**config.mk**
```make
export PLATFORM = sky130hd
export DESIGN_NAME = regfile_write_arbiter
export DESIGN_NICKNAME = d
export VERILOG_FILES = /design/src/rtl/regfile_pkg.sv /design/src/rtl/rr_arbiter2.sv /design/src/rtl/regfile_write_arbiter.sv
export SDC_FILE = /design/constraint.sdc
export NUM_CORES = 1
export LEC_CHECK = 0
export BUFFER_PORTS_ARGS = -buffer_cell sky130_fd_sc_hd__buf_2
export CORE_UTILIZATION = 40
export CTS_BUF_LIST = sky130_fd_sc_hd__clkbuf_2 sky130_fd_sc_hd__clkbuf_4 sky130_fd_sc_hd__clkbuf_8
export DETAILED_ROUTE_END_ITERATION = 6
export GPL_ROUTABILITY_DRIVEN = 0
export PLACE_DENSITY = 0.89
export SETUP_SLACK_MARGIN = 0.1
export SLEW_MARGIN = 0
export SYNTH_ARGS = -nofsm -noshare
export SYNTH_HDL_FRONTEND = slang
export SYNTH_SLANG_ARGS = --single-unit
```
**constraint.sdc**
```tcl
create_clock -name clk -period 1.55 [get_ports clk]
set_input_delay 0.31 -clock clk [delete_from_list [all_inputs] [get_ports clk]]
set_output_delay 0.31 -clock clk [all_outputs]
set_load 0.01 [all_outputs]
```
**src/rtl/regfile_pkg.sv**
```systemverilog
// ---------------------------------------------------------------------------
// regfile_pkg
// Shared definitions for the register-file write arbiter:
//   - default data/address widths
//   - arbiter state encoding (CLEAR sweep, RUN)
//   - requester index constants (ALU writeback = 0, load writeback = 1)
//   - small helper to turn a one-hot two-bit grant into a requester index
// ---------------------------------------------------------------------------
package regfile_pkg;

    localparam int DATA_W_DEF = 32;
    localparam int ADDR_W_DEF = 3;

    // CLEAR is only reachable when the clear-sweep build option is enabled.
    typedef enum logic {
        ST_CLEAR = 1'b0,
        ST_RUN   = 1'b1
    } arb_state_e;

    localparam logic REQ_ALU  = 1'b0;
    localparam logic REQ_LOAD = 1'b1;

    // Index of the granted requester; requester 1 only when its grant bit is set.
    function automatic logic grant_index(input logic [1:0] grant);
        logic idx;
        case (grant)
            2'b10:   idx = REQ_LOAD;
            2'b01:   idx = REQ_ALU;
            default: idx = REQ_ALU;
        endcase
        return idx;
    endfunction

endpackage

```
**src/rtl/rr_arbiter2.sv**
```systemverilog
// ---------------------------------------------------------------------------
// rr_arbiter2
// Two-requester round-robin grant logic (purely combinational).
//   req[1:0]    in  : request bits, bit N = requester N wants a grant
//   last_grant  in  : index of the requester that won the previous transfer
//   grant[1:0]  out : one-hot grant (or zero when nobody requests)
// On a tie the requester that did not win last time is granted, so a
// sustained dual request alternates 0,1,0,1.
// ---------------------------------------------------------------------------
module rr_arbiter2
    import regfile_pkg::*;
(
    input  logic [1:0] req,
    input  logic       last_grant,
    output logic [1:0] grant
);

    // Round-robin grant decode.
    always_comb begin
        grant = 2'b00;
        case (req)
            2'b01: grant = 2'b01;
            2'b10: grant = 2'b10;
            2'b11: begin
                if (last_grant == REQ_ALU) begin
                    grant = 2'b10;
                end else begin
                    grant = 2'b01;
                end
            end
            default: grant = 2'b00;
        endcase
    end

endmodule

```
**src/rtl/regfile_write_arbiter.sv**
```systemverilog
// ---------------------------------------------------------------------------
// regfile_write_arbiter
// Arbitrates two writeback sources (ALU = requester 0, load = requester 1)
// onto the single write port of a register file.
//
// Ports:
//   clk                     rising-edge clock
//   rst                     synchronous active-high reset
//   wb0_valid/addr/data     requester 0 write request
//   wb0_ready               requester 0 accepted this cycle (combinational)
//   wb1_valid/addr/data     requester 1 write request
//   wb1_ready               requester 1 accepted this cycle (combinational)
//   RegWrite                register-file write enable (registered)
//   write_reg               register-file write address (registered)
//   write_data              register-file write data (registered)
//   busy                    high while the post-reset clear sweep runs
//
// Build option: define REGFILE_WRITE_ARBITER_CLEAR_EN to zero every register
// after reset (one address per cycle) before accepting writebacks. Without
// it the arbiter runs immediately after reset and busy is tied low.
//
// A transfer at edge N appears on RegWrite/write_reg/write_data during cycle
// N+1. Writes to register 0 are accepted but suppressed (RegWrite stays low)
// because register 0 is hardwired.
// ---------------------------------------------------------------------------
module regfile_write_arbiter
    import regfile_pkg::*;
#(
    parameter int DATA_W = DATA_W_DEF,
    parameter int ADDR_W = ADDR_W_DEF
) (
    input  logic              clk,
    input  logic              rst,
    input  logic              wb0_valid,
    input  logic [ADDR_W-1:0] wb0_addr,
    input  logic [DATA_W-1:0] wb0_data,
    output logic              wb0_ready,
    input  logic              wb1_valid,
    input  logic [ADDR_W-1:0] wb1_addr,
    input  logic [DATA_W-1:0] wb1_data,
    output logic              wb1_ready,
    output logic              RegWrite,
    output logic [ADDR_W-1:0] write_reg,
    output logic [DATA_W-1:0] write_data,
    output logic              busy
);

    logic [1:0]        req_s;
    logic [1:0]        grant_s;
    logic              run_s;
    logic              xfer_s;
    logic              xfer_idx_s;
    logic [ADDR_W-1:0] xfer_addr_s;
    logic [DATA_W-1:0] xfer_data_s;

    logic              last_grant_r;
    logic              reg_write_r;
    logic [ADDR_W-1:0] write_reg_r;
    logic [DATA_W-1:0] write_data_r;

`ifdef REGFILE_WRITE_ARBITER_CLEAR_EN
    arb_state_e        state_r;
    logic [ADDR_W-1:0] clr_cnt_r;
    logic              busy_r;
`endif

    // Request vector into the round-robin core.
    always_comb begin
        req_s = {wb1_valid, wb0_valid};
    end

    rr_arbiter2 u_rr_arbiter2 (
        .req        (req_s),
        .last_grant (last_grant_r),
        .grant      (grant_s)
    );

`ifdef REGFILE_WRITE_ARBITER_CLEAR_EN
    // Grants are only honoured once the clear sweep has finished.
    always_comb begin
        if (state_r == ST_RUN) begin
            run_s = 1'b1;
        end else begin
            run_s = 1'b0;
        end
    end
`else
    // Without the clear sweep the arbiter is always running.
    always_comb begin
        run_s = 1'b1;
    end
`endif

    // Ready is suppressed during reset so no transfer is seen at a reset edge.
    always_comb begin
        if (run_s && !rst) begin
            wb0_ready = grant_s[0];
            wb1_ready = grant_s[1];
        end else begin
            wb0_ready = 1'b0;
            wb1_ready = 1'b0;
        end
    end

    // Select the winning requester's payload.
    always_comb begin
        xfer_s     = (wb0_valid && wb0_ready) || (wb1_valid && wb1_ready);
        xfer_idx_s = grant_index({wb1_ready, wb0_ready});
        if (xfer_idx_s == REQ_LOAD) begin
            xfer_addr_s = wb1_addr;
            xfer_data_s = wb1_data;
        end else begin
            xfer_addr_s = wb0_addr;
            xfer_data_s = wb0_data;
        end
    end

    // Registered write port, last-grant pointer and optional clear sequencer.
    always_ff @(posedge clk) begin
        if (rst) begin
            reg_write_r  <= 1'b0;
            write_reg_r  <= {ADDR_W{1'b0}};
            write_data_r <= {DATA_W{1'b0}};
            // Pointing at requester 1 makes requester 0 win the first tie.
            last_grant_r <= REQ_LOAD;
`ifdef REGFILE_WRITE_ARBITER_CLEAR_EN
            state_r      <= ST_CLEAR;
            clr_cnt_r    <= {ADDR_W{1'b0}};
            busy_r       <= 1'b1;
`endif
        end
`ifdef REGFILE_WRITE_ARBITER_CLEAR_EN
        else if (state_r == ST_CLEAR) begin
            reg_write_r  <= 1'b1;
            write_reg_r  <= clr_cnt_r;
            write_data_r <= {DATA_W{1'b0}};
            clr_cnt_r    <= clr_cnt_r + {{(ADDR_W-1){1'b0}}, 1'b1};
            if (clr_cnt_r == {ADDR_W{1'b1}}) begin
                state_r <= ST_RUN;
                busy_r  <= 1'b0;
            end else begin
                state_r <= ST_CLEAR;
                busy_r  <= 1'b1;
            end
        end
`endif
        else if (xfer_s) begin
            // Register 0 is hardwired: accept the transfer, drop the write.
            reg_write_r  <= (xfer_addr_s != {ADDR_W{1'b0}});
            write_reg_r  <= xfer_addr_s;
            write_data_r <= xfer_data_s;
            last_grant_r <= xfer_idx_s;
        end else begin
            reg_write_r  <= 1'b0;
        end
    end

    assign RegWrite   = reg_write_r;
    assign write_reg  = write_reg_r;
    assign write_data = write_data_r;

`ifdef REGFILE_WRITE_ARBITER_CLEAR_EN
    assign busy = busy_r;
`else
    assign busy = 1'b0;
`endif

endmodule

```
==> metrics.md, run 1 <==
| Metric | Value |
|---|---|
| GRT Total Usage | `18.4%` |
| EDFF count, synth | `0` |
| H-tree lvl count | `2` |
| Final Hold Vio Count | `0` |
| Max Buffers Root-to-Sink | `2` |
| Initial detailed-routing violation count | `91` |
| F_max | `slightly above 700 MHz` |
| Clk sinks | `37` |
| # DRC | `0` |
| Final ANT Viol Nets | `0` |
| Die footprint | `between 4000 and 5000 µm²` |
| TritonCTS clock tree | `done` |
| Placed Instance Area | `around 2200 µm²` |
| Wire length per cell | `approximately 12 µm` |
| Design area | `2310 µm²` |
| Synth area leader | `dfxtp_1` |
| Hold Crit Class | `primary input to flop` |
| Grt ovf | `0` |
| CTS Hold Bufs | `0` |
| Clock Pin Slew Worst Setup and Hold Paths | `roughly 0.070 ns` |
| First-pass GRT wire length | `between 6000 and 7000 µm` |
| Number of core rows | `22` |
| Dominant synthesized flop cell | `dfxtp_1` |
| Area Overhead vs Synth | `44.5%` |
| N_diodes | `0` |
| Fraction of layout cells with a size suffix above 1 | `between 40% and 50%` |
| VDD IR-drop max | `roughly 0.54 mV` |
| Status | `complete, no violations` |
| Post-CTS sizing | `0` |
| # nets final | `360` |
| Syn Area/Cell | `9.48 µm²` |
| Post-synth top area share | `46.3%` |
| WP data required | `1.72 ns` |
| Die height | `about 65 µm` |
| Pin count of the biggest net entering global routing | `35` |
| Worst Skew | `0.00464 ns` |
| Syn nets | `243` |
| Number of placed I/O pins | `approximately 110` |
| Tmin final | `roughly 1.4 ns` |
| Starting Density | `between 40 and 50%` |
| Final Max Tran Viols | `0` |
| Vias in the first global route | `around 1.5k` |
| Num CTS Buffers | `5` |
| YS warnings | `0` |
| Die width | `~65 µm` |
| Drt first pass iters | `2` |
| Sum Neg Setup Slack | `0 ns` |
| Via-to-Cell Ratio | `approximately 4.8` |
| Synth cell count leaders | `37 x dfxtp_1, 36 x nand2_1, 34 x mux2i_1` |
| R2r setup slk | `0.15 ns` |
| Number of flip-flops in the largest register | `32` |
| Async SR Flop Fraction | `0%` |
| Finish-stage setup viols | `0` |
| Cell with the most instances after synthesis | `dfxtp_1` |
| Clk root buf | `clkbuf_8` |
| Final Cycle Share | `between 90 and 100%` |
| Vias after detailed routing | `~1.6k` |
| Core area | `3740 µm²` |
| Mapped Area | `1600 µm²` |
| Final wirelength | `between 3000 and 4000 µm` |
| CP max FO | `5` |
| Cells after Synth | `169` |
| Worst Setup Start Kind | `flop` |
| Synth unique cells | `26` |
| Critical path class | `flop to flop` |
| Detailed placer's ending HPWL | `about 3000 µm` |
| Initial antenna violation count | `0` |
| RSZ-0062 raised after global routing | `no` |
| Max-cap violations | `0` |
| Seq/Total Area, Yosys | `between 40% and 50%` |
| Dominant cells by area after synthesis | `dfxtp_1 46%, mux2i_1 21%, nand2_1 8.4%` |
| I/O Buffers | `around 110` |
| Power per Cell Area | `between 900 and 1000 nW/µm²` |
| Seq cells post-synth | `37` |
| Worst skew pair latency | `roughly 0.27 ns` |
| CP arrival | `about 1.6 ns` |
| Worst Setup End Kind | `flop` |
| Static leakage | `around 0.0012 µW` |
where the power goes:
part	leakage (µW)	internal [µW]	switching, µW
Sequential	0.000307	1030	37.3
Combinational	0.000878	226	210
Clock	0.0000477	370	295
Total	0.00123	1620	542
what timing repair did:
| item | 4_1_cts | 5_1_grt |
|---|---|---|
| endpoints found under the setup margin | 2 | 0 |
| buffers inserted | 2 | 0 |
| hold endpoints to repair | 0 | 0 |
placed cells by master, fill, tap and decap left out, types with 2 or more instances in the layout:
cell type    n
nand2_1     36
buf_4        8
clkbuf_8     6
buf_12       2
buf_2      111
mux2i_1     34
dfxtp_1     37
nor2_1       2
o21ai_0      8
o21ai_1     27
critical path, stage by stage (launching register included):
cell and delay [ns]:
dfxtp_1 0.42, o21ai_4 0.08, buf_4 0.17, or3_2 0.41, a31o_1 0.21
stage by stage:
stage | hold WS, ns | utilization (%) | total power, µW | cells | setup WS [ns]
final | 0.292 | 61.8 | 2170 | 334 | 0.145
after CTS | 0.285 | 61.8 | 2190 | 334 | 0.149
after global placement | 0.430 | 59.0 | 1510 | 325 | 0.176
after floorplan | 0.411 | - | 1320 | 169 | 0.285
after global routing | 0.302 | 61.8 | 2280 | 334 | 0.112
after detailed placement | 0.438 | 59.0 | 1520 | 325 | 0.107
routing by layer:
| layer | wire, µm | GRT usage [%] | vias to the layer above |
|---|---|---|---|
| li1 | - | - | 807 |
| met1 | 1660 | 21.0 | 725 |
| met2 | 1900 | 32.6 | 64 |
| met3 | 242 | 4.86 | 6 |
| met4 | 51 | 6.52 | 0 |
| met5 | 0 | 0 | - |
final timing paths:
path | startpoint | end | cells past startpoint
min reg2reg | write_data[15] | write_data[15] | 2
max reg2reg | last_grant_r | RegWrite | 4
min | wb0_data[12] | write_data[12] | 3
max | last_grant_r | RegWrite | 4
cells by family after synthesis:
logic type	after synthesis	synth area share, %
simple gates	43	11.1
compound gates	41	13.8
flops	37	46.2
mux	34	21.3
buf+inv	13	7.42
other cells	1	0.234
cell type report:
class                           count  area, µm²
Clock buffer                        7       90.1
Timing Repair Buffer              121        656
Fill cell                         345       1430
Sequential cell                    37        741
Multi-Input combinational cell    119        759
Inverter                            2       7.51
Tap cell                           48       60.1
No activity file was read; power rests on OpenSTA's default activity.
==> run 2, diff against run 1 <==
- CORE_ASPECT_RATIO: default -> 0.6
==> run 2 against run 1 <==
- clock skew barely moved
- hold slack improved by 0.0029 ns
- first-iteration DRC count fell by 49%
- die area rose by 0.20%
- sequential share of layout area barely moved
- core utilization rose by 0.27 points
- critical path depth rose by 1
- non-clock buffer count did not move
- final cell count did not move
- fmax fell by 0.80%
- highest routed layer is now met3
==> metrics.md, run 2 (same netlist as run 1, synthesis figures left out) <==
| Metric | Value |
|---|---|
| N_diodes | `0 (unchanged)` |
| CP arrival | `1.59 ns (+0.02 ns)` |
| Wire length per cell | `11.8 µm (+2.4%)` |
| Most frequent cells in the layout | `110 x buf_2, 36 x dfxtp_1, 36 x nand2_1, 34 x mux2i_1, 27 x o21ai_1` |
| Final ANT Viol Nets | `0 (unchanged)` |
| H-tree lvl count | `2 (unchanged)` |
| Kind of cell adding the most delay to the critical path | `simple AND/OR/NAND/NOR gates` |
| Fraction of layout cells with a size suffix above 1 | `47.4% (+0.88 points)` |
| Clk sinks | `37 (unchanged)` |
| Die height | `51.0 µm (-22%)` |
| First-pass GRT wire length | `6400 µm (+3.8%)` |
| Die footprint | `4270 µm² (+0.20%)` |
| Slowest cell on crit path | `or3_2` |
| Detailed placer's ending HPWL | `3050 µm (+3.4%)` |
| Vias after detailed routing | `1561 (-2.6%)` |
| Via-to-Cell Ratio | `4.67 (-2.6%)` |
| WP data required | `1.72 ns (about the same)` |
| Max-cap violations | `0 (unchanged)` |
| Starting Density | `42.8% (unchanged)` |
| Worst Hold Path EP | `write_data[11]` |
| Pin count of the biggest net entering global routing | `35 (unchanged)` |
| # DRC | `0 (unchanged)` |
| Hold Startpoint | `wb0_data[11]` |
| F_max | `706 MHz (-0.80%)` |
| Total power | `2220 µW (+2.5%)` |
| Status | `complete, no violations` |
| Internal Power | `1650 µW (+1.9%)` |
| Finished Layout Cells | `334 (unchanged)` |
| Buffer and inverter count on the worst path | `2 (+1)` |
| Worst Skew | `0.00416 ns (-0.000475 ns)` |
| Num CTS Buffers | `5 (unchanged)` |
| Clk root buf | `clkbuf_8` |
| Static leakage | `0.00124 µW (+0.34%)` |
| Vias in the first global route | `1517 (+2.0%)` |
| Reg2reg end | `RegWrite` |
| Setup WS post-layout | `0.134 ns (-0.0114 ns)` |
| Final wirelength | `3950 µm (+2.4%)` |
| Clock Pin Slew Worst Setup and Hold Paths | `0.07 ns (about the same)` |
| GRT Total Usage | `19.1% (+0.70 points)` |
| Sequential share of power | `47.9% (-1.3 points)` |
| Final Hold Vio Count | `0 (unchanged)` |
| Drt first pass iters | `4 (+2)` |
| Critical path class | `flop to flop` |
| Final Max Tran Viols | `0 (unchanged)` |
| Most common cell after layout, fill and taps aside | `buf_2` |
| # nets final | `360 (unchanged)` |
| Number of flip-flops in the largest register | `32 (unchanged)` |
| Sw frac | `25.5% (+0.45 points)` |
| VDD IR-drop max | `0.510 mV (-4.8%)` |
| CP max FO | `4 (-1)` |
| Initial detailed-routing violation count | `46 (-49%)` |
| Area Overhead vs Synth | `45.1%` |
| Critical R2R Launch | `last_grant_r` |
| Cell total after placement | `322 (-0.92%)` |
| Crit path top cell by count | `buf_4` |
| CTS Hold Bufs | `0 (unchanged)` |
| Gate power share | `19.9% (-0.2 points)` |
| Finish-stage setup viols | `0 (unchanged)` |
| Worst skew pair latency | `0.28 ns (about the same)` |
| Final Cycle Share | `91.4% (+0.73 points)` |
| Die width | `83.7 µm (+28%)` |
| Max Buffers Root-to-Sink | `2 (unchanged)` |
| Sw Pwr | `565 µW (+4.3%)` |
| Worst hold path cell count | `3 (unchanged)` |
| RSZ-0062 raised after global routing | `no` |
| Critical Path Max Stage Delay | `0.40 ns (-0.02 ns)` |
| Pre-CTS setup slack | `0.0750 ns (-0.0320 ns)` |
| Core area | `3740 µm² (unchanged)` |
| Number of core rows | `17 (-23%)` |
| Worst-path cell chain | `o21ai_4 > buf_4 > buf_4 > or3_2 > a31o_1` |
| Worst Setup Start Kind | `flop` |
| Number of placed I/O pins | `113 (unchanged)` |
| Sum Neg Setup Slack | `0 ns (unchanged)` |
| Grt ovf | `0 (unchanged)` |
| CP Launch Point | `last_grant_r` |
| R2R depth | `5 (+1)` |
| R2r setup slk | `0.13 ns (about the same)` |
| Clock Power Share | `32.3% (+1.6 points)` |
| Hold Crit Class | `primary input to flop` |
| Tmin final | `1.42 ns (+0.0114 ns)` |
| TritonCTS clock tree | `done` |
| Power per Cell Area | `955 nW/µm² (+2.0%)` |
| I/O Buffers | `111 (unchanged)` |
| Worst Setup End Kind | `flop` |
| Initial antenna violation count | `0 (unchanged)` |
[run 2: worst max-delay path by stage]
| stage | end | slack [ns] | depth (start not counted) |
|---|---|---|---|
| 2_1_floorplan | wb1_ready | 0.28 | 4 |
| 3_3_place_gp | write_data[24] | 0.17 | 6 |
| 3_5_place_dp | write_data[19] | 0.08 | 6 |
| 4_1_cts | wb1_ready | 0.14 | 3 |
| 5_1_grt | RegWrite | 0.10 | 5 |
| 6_report | RegWrite | 0.13 | 5 |
[run 2: final cells by class]
class	count	area, µm²
Inverter	2	7.51
Sequential cell	37	744
Timing Repair Buffer	121	649
Fill cell	321	1420
Tap cell	47	58.8
Multi-Input combinational cell	119	762
Clock buffer	7	96.3
Clock inverter	1	5.00
[run 2: worst reg2reg max path, cell delays in order (launching register included)]
cell and delay (ns):
dfxtp_4 0.37, o21ai_4 0.07, buf_4 0.14, buf_4 0.12, or3_2 0.40, a31o_1 0.21
[run 2: layer usage]
layer / track usage [%] / vias up / wire (µm)
li1: - / 808 / -
met2: 33.3 / 69 / 1860
met1: 21.6 / 684 / 1720
met5: 0 / - / 0
met4: 4.52 / 0 / 0
met3: 8.72 / 0 / 366
[run 2: per-stage QoR]
stage	instance area [µm²]	utilization (%)	hold WS (ns)
2_1_floorplan	1600	-	0.411
3_3_place_gp	2180	58.2	0.431
3_5_place_dp	2180	58.2	0.437
4_1_cts	2300	61.3	0.280
5_1_grt	2320	62.1	0.279
6_report	2320	62.1	0.295
[run 2: power by group through the flow]
| stage | clock [µW] | sequential, µW | combinational [µW] |
|---|---|---|---|
| floorplan | 0 | 1120 | 197 |
| global placement | 0 | 1080 | 415 |
| detailed placement | 0 | 1080 | 430 |
| CTS | 740 | 1060 | 435 |
| global route | 805 | 1070 | 485 |
| finish | 716 | 1060 | 442 |
[run 2: timing repair]
item,CTS,global route
pin swaps,1,2
gates resized for setup,0,4
setup endpoints to repair,1,1
setup buffers,2,2
cloned,0,0
